**src/rtl/dpram_pipe.sv**
```systemverilog
// Simple dual-port RAM with byte-enabled writes, pipelined reads (RD_LAT 1 or 2),
// configurable write/read collision behaviour and a sequential zero-fill clear engine.
module dpram_pipe #(
  parameter int DATA_W    = 16,
  parameter int ADDR_W    = 5,
  parameter int DEPTH     = 24,
  parameter int RD_LAT    = 1,
  parameter int COLL_MODE = 0
) (
  input  logic                clk,
  input  logic                rstn,
  input  logic                enb,
  input  logic                wr,
  input  logic [ADDR_W-1:0]   w_addr,
  input  logic [DATA_W-1:0]   w_data,
  input  logic [DATA_W/8-1:0] w_be,
  input  logic                rd,
  input  logic [ADDR_W-1:0]   r_addr,
  input  logic                clr,
  output logic [DATA_W-1:0]   r_data,
  output logic                r_valid,
  output logic                busy,
  output logic                err_oor
);

  localparam int              NB      = DATA_W / 8;
  localparam logic [0:0]      IDLE    = 1'b0;
  localparam logic [0:0]      CLEAR   = 1'b1;
  localparam logic [ADDR_W:0] DEPTH_C = (ADDR_W + 1)'(DEPTH);
  localparam logic [ADDR_W-1:0] LAST_C = ADDR_W'(DEPTH - 1);

  logic [0:0]        state_q, state_d;
  logic [ADDR_W-1:0] ptr_q, ptr_d;
  logic [DATA_W-1:0] mem_q [DEPTH];

  logic [RD_LAT:1]             vld_pipe_q;
  logic [RD_LAT:1][DATA_W-1:0] data_pipe_q;
  logic                        err_q;

  logic              accept, w_in, r_in, wr_ok, rd_acc, coll;
  logic [DATA_W-1:0] mask, old_word, merged, rd_word;

  assign accept = (state_q == IDLE) & enb & ~clr;
  assign w_in   = {1'b0, w_addr} < DEPTH_C;
  assign r_in   = {1'b0, r_addr} < DEPTH_C;
  assign wr_ok  = accept & wr & w_in;
  assign rd_acc = accept & rd;
  assign coll   = wr_ok & rd_acc & r_in & (w_addr == r_addr);

  always_comb begin
    mask = '0;
    for (int k = 0; k < NB; k++) mask[8*k +: 8] = {8{w_be[k]}};
  end

  // Out-of-range reads return zero; a write-first collision sees the byte-merged word.
  assign old_word = r_in ? mem_q[r_addr] : '0;
  assign merged   = (old_word & ~mask) | (w_data & mask);
  assign rd_word  = (coll && COLL_MODE == 0) ? merged : old_word;

  always_comb begin
    state_d = state_q;
    ptr_d   = ptr_q;
    case (state_q)
      IDLE: if (clr) begin
        state_d = CLEAR;
        ptr_d   = '0;
      end
      default: begin
        ptr_d = ptr_q + 1'b1;
        if (ptr_q == LAST_C) begin
          state_d = IDLE;
          ptr_d   = '0;
        end
      end
    endcase
  end

  always_ff @(posedge clk) begin
    if (!rstn) begin
      state_q <= CLEAR;
      ptr_q   <= '0;
    end else begin
      state_q <= state_d;
      ptr_q   <= ptr_d;
    end
  end

  always_ff @(posedge clk) begin
    if (rstn) begin
      if (state_q == CLEAR) mem_q[ptr_q] <= '0;
      else if (wr_ok)       mem_q[w_addr] <= (mem_q[w_addr] & ~mask) | (w_data & mask);
    end
  end

  // Read pipeline runs independently of the FSM so in-flight reads survive a clr.
  always_ff @(posedge clk) begin
    if (!rstn) begin
      vld_pipe_q  <= '0;
      data_pipe_q <= '0;
      err_q       <= 1'b0;
    end else begin
      vld_pipe_q[1] <= rd_acc;
      if (rd_acc) data_pipe_q[1] <= rd_word;
      for (int i = 2; i <= RD_LAT; i++) begin
        vld_pipe_q[i] <= vld_pipe_q[i-1];
        if (vld_pipe_q[i-1]) data_pipe_q[i] <= data_pipe_q[i-1];
      end
      err_q <= accept & ((wr & ~w_in) | (rd & ~r_in));
    end
  end

  assign r_valid = vld_pipe_q[RD_LAT];
  assign r_data  = data_pipe_q[RD_LAT];
  assign busy    = (state_q == CLEAR);
  assign err_oor = err_q;

endmodule

```
**config.mk**
```make
export PLATFORM = sky130hd
export DESIGN_NAME = dpram_pipe
export DESIGN_NICKNAME = d
export VERILOG_FILES = /design/src/rtl/dpram_pipe.sv
export SDC_FILE = /design/constraint.sdc
export NUM_CORES = 1
export LEC_CHECK = 0
export ABC_AREA = 1
export CAP_MARGIN = 15
export CORE_UTILIZATION = 33
export CTS_CLUSTER_DIAMETER = 60
export CTS_CLUSTER_SIZE = 14
export DETAILED_ROUTE_END_ITERATION = 8
export PLACE_DENSITY = 0.57
export SLEW_MARGIN = 20
export SYNTH_ARGS = -nofsm -noshare
export SYNTH_HDL_FRONTEND = slang
export SYNTH_SLANG_ARGS = --single-unit
```
**constraint.sdc**
```tcl
create_clock -name clk -period 2.9 [get_ports clk]
set_input_delay 0.58 -clock clk [delete_from_list [all_inputs] [get_ports clk]]
set_output_delay 0.58 -clock clk [all_outputs]
set_load 0.01 [all_outputs]
```
==> impl_metrics.tcl <==
set metrics [dict create \
    ant_nets 0 \
    path_clk_slew_ns 0.06 \
    crit_arrival_ns 2.73 \
    wire_per_inst_um 19.96 \
    placed_cells 3484 \
    postLayoutCoreUtil 0.3903 \
    portBuffers 52 \
    yosysSeqAreaShare 0.5527 \
    critPathMaxFanout 16 \
    clock_path_buffers 3 \
    finClkSkew_ns 0.01785 \
    grt_busiest_layer "met2" \
    leakagePower_nw 10.62 \
    slew_headroom 0.6063 \
    gp_congestion 0.9160 \
    layout-area-overhead-vs-synth_pct 16.38 \
    fmax_ghz 0.4068 \
    fin_crit_sh 0.8477 \
    viasPerCell 5.225 \
    core_um2 64810 \
    grt_pass1_wl_um 106900 \
    worst-setup-path-type "input pin to flip-flop" \
    pre_cts_ws_ns -0.1014 \
    instances_no_fill 3549 \
    rsz0062_at_grt "no" \
    cpPeakStageDelay_ns 0.48 \
    fin_ws_ns 0.4415 \
    tightest_slew_ns 0.5906 \
    vias 18540 \
    drc_errors 0 \
    grt_pass1_vias 17450 \
    drive_gt1_frac 0.08834 \
    cts_setup_buffers 0 \
    numCtsBuffers 40 \
    outcome "finished, final reports clean" \
    grt_max_degree 90 \
    track_usage 0.2105 \
    cts_resized 0 \
    hpwl_um 47630 \
    crit_family "simple AND/OR/NAND/NOR gates" \
    synthesis.nets 2659 \
    cp_cell_sequence "clkdlybuf4s50_1 > nor2_4 > nand2_2 > nor3_4 > nand2_4 > o21ai_2 > inv_1 > nor2_1 > nand2_1 > nor2_2 > buf_12" \
    ys_seq_elements 408 \
    synth-warning-count 0 \
    drt-total-wl_um 70830 \
    dpl_cell_area_um2 24050 \
    n_antenna_cell 0 \
    startpoint_type "input pin" \
    min_period_ns 2.458 \
    dieArea_um2 66890 \
    worst_path_max_delay_cell "clkdlybuf4s50_1" \
    initial_utilization 0.3353 \
    hp-class "flip-flop to flip-flop" \
    hold_viol_final 0 \
    clock_latency_ns 0.57 \
    cp-end-kind "flip-flop" \
    cts_hold_buf 0 \
    rows 93 \
    grtUsageMet1 0.3134 \
    io_pins 53 \
    critical_path_buf_inv_count 3 \
    grtUsageMet2 0.3190 \
    clock_sinks 408 \
    die_w_um 258.6 \
    drt_first_pass_iters 6 \
    cts-htree-levels 2 \
    first_iter_violations 2219 \
    nNetsFinal 2706 \
    synth_area_um2 21730 \
    overflow 0 \
    use_met3 0.03042 \
    cts-root-buf "clkbuf_16" \
    antenna_found_initial 0 \
    vdd_drop_max_uv 326.3 \
    cp.required_ns 3.17 \
    cts_tree "built" \
    synth.avg_cell_area_um2 8.283 \
    design_area_um2 25290 \
    yosysUniqueCellTypes 36 \
    drv_cap 0 \
    syn_inst 2624 \
    die_h_um 258.6 \
    setup_violations 0 \
    powerDensity_nw_per_um2 512.2 \
    drv_slew 0 \
    hold_slack_ns 0.4934 \
]
==> metrics by stage <==
step,power [mW],TNS (ns)
floorplan,7.377,0
global placement,7.881,-2.212
detailed placement,7.894,-20.19
CTS,13.03,0
global route,13.36,0
finish,12.96,0
==> cell families (layout without fill, tap and decap cells) <==
group                      Yosys count  in the layout  share of synthesized area
xor gates and xnor gates             3              3                   0.001209
adders and majority gates            1              1                  0.0005756
DFF                                408            408                     0.5527
AOI/OAI and AO/OA                  268            268                    0.07300
and+or+nand+nor                   1442           1442                     0.2804
buffers and inverters              502            572                    0.09217
==> routing by layer <==
| layer | routed length (um) | vias up |
|---|---|---|
| met2 | 31250 | 886 |
| met1 | 32210 | 8836 |
| met5 | 0 | - |
| li1 | - | 8735 |
| met4 | 1173 | 0 |
| met3 | 6198 | 86 |
==> worst min-delay path: stages, from the launching register on <==
cell	delay, ns
dfxtp_1	0.32
nand2_1	0.07
a21oi_1	0.05
==> layout make-up <==
cell class	instances	area (um^2)
Timing Repair Buffer	176	1942
Clock inverter	17	182.7
Inverter	331	1247
Fill cell	6419	39520
Multi-Input combinational cell	1714	7779
Sequential cell	408	12010
Tap cell	855	1070
Clock buffer	48	1062
==> synth_stat cells, drive strengths merged <==
cell | count | area [um^2]
a21oi | 71 | 355.3
a221oi | 1 | 8.760
a22oi | 1 | 7.510
and2 | 1 | 6.260
buf | 104 | 508.0
clkbuf | 67 | 251.5
clkinv | 4 | 16.26
dfxtp | 24 | 480.5
edfxtp | 384 | 11530
ha | 1 | 12.51
inv | 327 | 1227
nand2 | 760 | 2880
nand3 | 461 | 2352
nand4 | 2 | 12.51
nor2 | 216 | 820.8
nor3 | 2 | 21.27
o211ai | 79 | 593.1
o21ai | 115 | 613.1
o41ai | 1 | 8.760
xnor2 | 2 | 17.52
xor2 | 1 | 8.760
==> state kept, by name, summed over array words and instances (netlist names) <==
name     flops
r_data      16
r_valid      1
mem_q      384
err_oor      1
busy         1
ptr_q        5
==> power breakdown <==
part | total [mW] | internal, mW | leakage, nW | switching, mW
logic | 1.38 | 0.432 | 6.14 | 0.944
clock network | 5.16 | 2.89 | 0.606 | 2.27
registers | 6.42 | 6.40 | 3.87 | 0.0230
total | 13.0 | 9.72 | 10.6 | 3.24
==> cell usage in the layout (no fill, tap or decap), types with 2 or more instances in the layout <==
cell type / count
nand2_1: 755
nand3_1: 455
edfxtp_1: 384
inv_1: 321
nor2_1: 190
o21ai_0: 107
buf_4: 86
o211ai_1: 79
a21oi_1: 71
clkdlybuf4s50_1: 46
clkbuf_16: 41
buf_12: 40
nor2_2: 25
dfxtp_1: 24
clkinv_2: 6
clkbuf_1: 6
inv_2: 5
clkinv_1: 5
nand3_2: 4
o21ai_2: 4
nand2_4: 3
bufinv_16: 3
inv_6: 3
xnor2_1: 2
o21ai_1: 2
nand4_1: 2
nand2_2: 2
o21ai_4: 2
nand3_4: 2
clkinvlp_4: 2
clkbuf_8: 2
buf_2: 2
==> final timing paths <==
path | from | end | slack [ns] | depth (start not counted)
setup / recovery | clr | mem_q[23][4] | 0.44 | 11
hold / removal | ptr_q[3] | ptr_q[3] | 0.49 | 2
setup reg to reg | busy | mem_q[23][4] | 0.51 | 10
hold reg to reg | ptr_q[3] | ptr_q[3] | 0.49 | 2
Power figures use the tool's default switching activity.
